`config.mk`:
```
export PLATFORM = sky130hd
export DESIGN_NAME = program_loader
export DESIGN_NICKNAME = d
export VERILOG_FILES = /design/src/rtl/program_loader.sv
export SDC_FILE = /design/constraint.sdc
export NUM_CORES = 1
export LEC_CHECK = 0
export CAP_MARGIN = 20
export CORE_UTILIZATION = 40
export CTS_BUF_LIST = sky130_fd_sc_hd__clkbuf_4 sky130_fd_sc_hd__clkbuf_8
export DETAILED_ROUTE_END_ITERATION = 6
export GPL_TIMING_DRIVEN = 0
export PLACE_DENSITY = 0.71
export RECOVER_POWER = 25
export SETUP_SLACK_MARGIN = 0.2
export SLEW_MARGIN = 30
export SYNTH_ARGS = -nofsm -noshare
export SYNTH_HDL_FRONTEND = slang
export SYNTH_SLANG_ARGS = --single-unit
```
`constraint.sdc`:
```
create_clock -name clk -period 2.19 [get_ports clk]
set_input_delay 0.219 -clock clk [delete_from_list [all_inputs] [get_ports clk]]
set_output_delay 0.219 -clock clk [all_outputs]
set_load 0.05 [all_outputs]
```
`src/rtl/program_loader.sv`:
```
// rtl/program_loader.sv - boot loader streaming a program image into cpu instruction/data memories
//
// Ports:
//   clk, arst_n                  clock and synchronous active-low reset
//   start                        one-cycle load request (ignored while busy)
//   s_valid, s_data, s_ready     32-bit image word stream
//   imem_addr/wen/ren/wdata      cpu instruction-memory external write port (byte address)
//   dmem_addr/wen/ren/wdata      cpu data-memory external write port (byte address, 64-bit data)
//   cpu_enable, busy, done, error  run control and load status
module program_loader #(
    parameter int IMEM_WORDS = 512,
    parameter int DMEM_WORDS = 1024
) (
    input  logic        clk,
    input  logic        arst_n,
    input  logic        start,
    input  logic        s_valid,
    input  logic [31:0] s_data,
    output logic        s_ready,
    output logic [63:0] imem_addr,
    output logic        imem_wen,
    output logic        imem_ren,
    output logic [31:0] imem_wdata,
    output logic [63:0] dmem_addr,
    output logic        dmem_wen,
    output logic        dmem_ren,
    output logic [63:0] dmem_wdata,
    output logic        cpu_enable,
    output logic        busy,
    output logic        done,
    output logic        error
);

    typedef enum logic [2:0] {
        S_IDLE, S_HEADER, S_INSTR, S_DATA_LO, S_DATA_HI, S_CHECK, S_RUN, S_ERROR
    } state_t;

    // 17 bits so a depth of 65536 still compares correctly against a 16-bit count
    localparam logic [16:0] IMEM_MAX = 17'(IMEM_WORDS);
    localparam logic [16:0] DMEM_MAX = 17'(DMEM_WORDS);

    state_t      state_q, state_d;
    logic [15:0] icount_q, icount_d;
    logic [15:0] dcount_q, dcount_d;
    logic [15:0] idx_q, idx_d;
    logic [15:0] didx_q, didx_d;
    logic [31:0] csum_q, csum_d;
    logic [31:0] lo_q, lo_d;
    logic [63:0] imem_addr_q, imem_addr_d;
    logic        imem_wen_q, imem_wen_d;
    logic [31:0] imem_wdata_q, imem_wdata_d;
    logic [63:0] dmem_addr_q, dmem_addr_d;
    logic        dmem_wen_q, dmem_wen_d;
    logic [63:0] dmem_wdata_q, dmem_wdata_d;
    logic        accept;

    assign s_ready = (state_q == S_HEADER) || (state_q == S_INSTR) ||
                     (state_q == S_DATA_LO) || (state_q == S_DATA_HI) ||
                     (state_q == S_CHECK);
    assign accept  = s_valid && s_ready;

    always_comb begin
        state_d      = state_q;
        icount_d     = icount_q;
        dcount_d     = dcount_q;
        idx_d        = idx_q;
        didx_d       = didx_q;
        csum_d       = csum_q;
        lo_d         = lo_q;
        imem_addr_d  = imem_addr_q;
        imem_wen_d   = 1'b0;
        imem_wdata_d = imem_wdata_q;
        dmem_addr_d  = dmem_addr_q;
        dmem_wen_d   = 1'b0;
        dmem_wdata_d = dmem_wdata_q;

        // every accepted word except the trailer feeds the checksum
        if (accept && state_q != S_CHECK) begin
            csum_d = csum_q ^ s_data;
        end

        case (state_q)
            S_IDLE, S_RUN, S_ERROR: begin
                if (start) begin
                    state_d = S_HEADER;
                    csum_d  = '0;
                    idx_d   = '0;
                    didx_d  = '0;
                end
            end
            S_HEADER: begin
                if (accept) begin
                    icount_d = s_data[15:0];
                    dcount_d = s_data[31:16];
                    if (s_data[15:0] == 16'd0 ||
                        {1'b0, s_data[15:0]} > IMEM_MAX ||
                        {1'b0, s_data[31:16]} > DMEM_MAX) begin
                        state_d = S_ERROR;
                    end else begin
                        state_d = S_INSTR;
                    end
                end
            end
            S_INSTR: begin
                if (accept) begin
                    imem_addr_d  = {46'd0, idx_q, 2'b00};
                    imem_wdata_d = s_data;
                    imem_wen_d   = 1'b1;
                    idx_d        = idx_q + 16'd1;
                    if (idx_q == icount_q - 16'd1) begin
                        state_d = (dcount_q == 16'd0) ? S_CHECK : S_DATA_LO;
                    end
                end
            end
            S_DATA_LO: begin
                if (accept) begin
                    lo_d    = s_data;
                    state_d = S_DATA_HI;
                end
            end
            S_DATA_HI: begin
                if (accept) begin
                    dmem_addr_d  = {45'd0, didx_q, 3'b000};
                    dmem_wdata_d = {s_data, lo_q};
                    dmem_wen_d   = 1'b1;
                    didx_d       = didx_q + 16'd1;
                    state_d      = (didx_q == dcount_q - 16'd1) ? S_CHECK : S_DATA_LO;
                end
            end
            S_CHECK: begin
                if (accept) begin
                    state_d = (s_data == csum_q) ? S_RUN : S_ERROR;
                end
            end
            default: state_d = S_IDLE;
        endcase
    end

    always_ff @(posedge clk) begin
        if (!arst_n) begin
            state_q      <= S_IDLE;
            icount_q     <= '0;
            dcount_q     <= '0;
            idx_q        <= '0;
            didx_q       <= '0;
            csum_q       <= '0;
            lo_q         <= '0;
            imem_addr_q  <= '0;
            imem_wen_q   <= 1'b0;
            imem_wdata_q <= '0;
            dmem_addr_q  <= '0;
            dmem_wen_q   <= 1'b0;
            dmem_wdata_q <= '0;
        end else begin
            state_q      <= state_d;
            icount_q     <= icount_d;
            dcount_q     <= dcount_d;
            idx_q        <= idx_d;
            didx_q       <= didx_d;
            csum_q       <= csum_d;
            lo_q         <= lo_d;
            imem_addr_q  <= imem_addr_d;
            imem_wen_q   <= imem_wen_d;
            imem_wdata_q <= imem_wdata_d;
            dmem_addr_q  <= dmem_addr_d;
            dmem_wen_q   <= dmem_wen_d;
            dmem_wdata_q <= dmem_wdata_d;
        end
    end

    assign imem_addr  = imem_addr_q;
    assign imem_wen   = imem_wen_q;
    assign imem_ren   = 1'b0;
    assign imem_wdata = imem_wdata_q;
    assign dmem_addr  = dmem_addr_q;
    assign dmem_wen   = dmem_wen_q;
    assign dmem_ren   = 1'b0;
    assign dmem_wdata = dmem_wdata_q;
    assign cpu_enable = (state_q == S_RUN);
    assign done       = (state_q == S_RUN);
    assign error      = (state_q == S_ERROR);
    assign busy       = s_ready;

endmodule

```
==> flow_summary.toml <==
[outcome]
outcome = "finished, violations left"
failed_checks = "setup timing"

[logic_synthesis]
synth_top_area_share_pct = 42.20
syn_area_per_cell_sq_um = 8.030
syn_inst = 1542
synth-seq-cells = 261
async_flop_share_pct = 0
ys_seq_area_share_pct = 42.20
ys.flop_type = "dfxtp_1"
synth_area_leader_cell = "dfxtp_1"
synthDistinctLibCells = 59
yosysWarnings = 0
synth_edf_count = 0
synthTopCellsByArea = "dfxtp_1 42%, nand2_1 13%, a21boi_0 12%"
netlist_area_sq_mm = 0.01238

[final_layout]
final_cell_mix = "436 x nand2_1, 257 x dfxtp_1, 192 x a21boi_0"
mostFrequentLayoutCell = "nand2_1"
antenna_cells = 0
drive_above_1_share_pct = 15.84
area_growth_syn_to_layout_pct = 28.16
num-fill-cells = 2900
fin_util_pct = 52.01
nets = 1881

[setup_path]
crit_required_ps = 2640
cp-start-kind = "flop"
criticalPathCategory = "flop to flop"
crit_path_end_kind = "flop"
r2r_cells = 8
crit_start = "dcount_q[3]"
cp_max_fo = 6
crit_arrival_ps = 2980
r2r_start = "dcount_q[3]"

[min_path]
min_from = "s_data[17]"
whs_path_depth = 3
min_path_type = "input pin to flop"

[die]
die_h_um = 177.9
rows = 64
ioPinCount = 269
core_sq_mm = 0.03051
die-area_sq_mm = 0.03166
start_util_pct = 40.58
die_w_um = 177.9

[clock_tree]
numCtsBuffers = 44
ctsHtreeMaxLevel = 2
path_clk_slew_ps = 60
cts_tree = "done"
cts_num_sinks = 261
cts-root-buf = "clkbuf_8"
ctsLongestPathBuffers = 3
cts-hold-fix-buffers = 0
clk_latency_ps = 580

[timing]
max_freq_mhz = 395.4
setup_viol = 74
min_period_ps = 2529
grt_setup_unrepaired = "true"
relSlewSlack_pct = 42.54
clock_skew_ps = 25.73
setup_slack_ps = -339.0
timing.final.crit_share_pct = 115.5
slew_violations = 0
tightest_slew_ps = 861.9
timing.setup.tns_ps = -4986
finalHoldViolCount = 0

[power_and_ir_drop]
swShare_pct = 37.00
p_sw_mw = 5.521
internal_power_mw = 9.400
power_leakage_nw = 5.979
comb_power_share_pct = 33.8
power.density_mw_per_mm2 = 940.2
peakVddDrop_mv = 0.6620
power_mw = 14.92
p_seq_share_pct = 36.5
clkPwrFrac_pct = 29.6

[drt]
drt-vias-per-instance = 4.818
route.met3.wl_um = 2459
wire_per_inst_um = 15.62
num_vias = 10910
drt-total-wl_um = 35370
first_pass_iters = 5
met1_length_um = 14940
antenna_left = 0
drc = 0
top_layer = "met4"
wl_met2_um = 16930
drt_iter0_markers = 631

[place]
port-buffer-count = 143
dp_slack_ps = -651.3
hpwl_um = 25590
gp_congestion = 0.9179

[grt]
grt_pass1_vias = 10250
grt_pass1_wl_um = 54430
antenna_found_initial = 0
grt.total_usage_pct = 22.04
grt_max_degree = 14
grt_overflow = 0

[run]
maxCapViolations = 0
==> critical path: stages (launching register included) <==
cell and delay [ps]:
dfxtp_1 410, or3_4 440, or4_1 440, xnor2_1 200, nand3_1 90, nor4_1 310, o2111a_2 300, a211o_1 150
a21oi_2 50
==> power by group through the flow <==
stage               Sequential [mW]  Clock [mW]  Combinational, mW
floorplan                      5.84           0               3.14
global placement               5.50           0               4.52
detailed placement             5.52           0               4.59
CTS                            5.43        4.47               4.87
global route                   5.49        4.70               5.44
finish                         5.45        4.42               5.05
==> sequential cells by signal (all words and copies together), names as in the netlist, 3 cells and up <==
name / cells
csum_q: 32
dcount_q: 16
didx_q: 16
dmem_addr: 16
dmem_wdata: 64
icount_q: 16
idx_q: 16
imem_addr: 16
imem_wdata: 32
lo_q: 32
state_q: 3
==> per-layer routing <==
metal / GRT usage, % / up-vias
met2: 37.16 / 380
met1: 27.27 / 5041
met3: 4.713 / 77
met4: 8.511 / 0
met5: 0 / -
li1: - / 5414
==> timing repair <==
item                                    4_1_cts  5_1_grt
endpoints found under the setup margin      243      251
gates resized for setup                     119      107
setup buffers                                 9        4
pin swaps                                     9       15
==> through the flow <==
step	instance area (sq um)	instances	hold WS, ps
after floorplan	12760	1639	363.9
after global placement	14690	2178	450.4
after detailed placement	14690	2178	456.4
after CTS	15870	2261	73.08
after global routing	15870	2265	80.69
final	15870	2265	80.23
==> final timing paths <==
check | to | slack, ps
max | state_q[1] | -340
min | dmem_wdata[49] | 80
min reg2reg | dmem_wdata[63] | 450
max reg2reg | state_q[1] | -340
==> logic make-up after synthesis <==
kind of cell,after synthesis,share of synthesized area [%]
muxes,8,0.6568
and+or+nand+nor,654,22.34
xor gates and xnor gates,133,9.519
DFF,261,42.20
adders and majority gates,4,0.4042
AOI/OAI and AO/OA,247,14.59
other,1,0.03029
buffers and inverters,234,10.26
==> layout make-up <==
cell class                      count  area (sq um)  area share [%]
Buffer                            222          1341           8.452
Clock buffer                       68         842.1           5.306
Clock inverter                      6         53.80          0.3390
Inverter                           12         45.04          0.2838
Multi-Input combinational cell   1144          6519           41.08
Sequential cell                   261          5233           32.97
Tap cell                          396         495.5           3.122
Timing Repair Buffer              156          1340           8.444
==> cells in the mapped netlist (3+ instances only) <==
library cell and instances:
xnor2_1 48, buf_1 4, dfxtp_1 261, and2_1 7
nand3_1 24, nand2b_1 6, xor2_1 84, and3_1 9
inv_1 12, a21oi_1 12, nand4_1 17, or3_1 8
buf_4 102, a211oi_1 3, or4_1 7, nor2_1 84
nor4_1 16, clkbuf_1 114, nand2_1 443, mux2i_1 7
o22ai_1 3, a21boi_0 194, nor3b_1 3, nor2b_1 4
nor3_1 15, ha_1 4, o21ai_0 13
(Power assumes the default switching activity.)
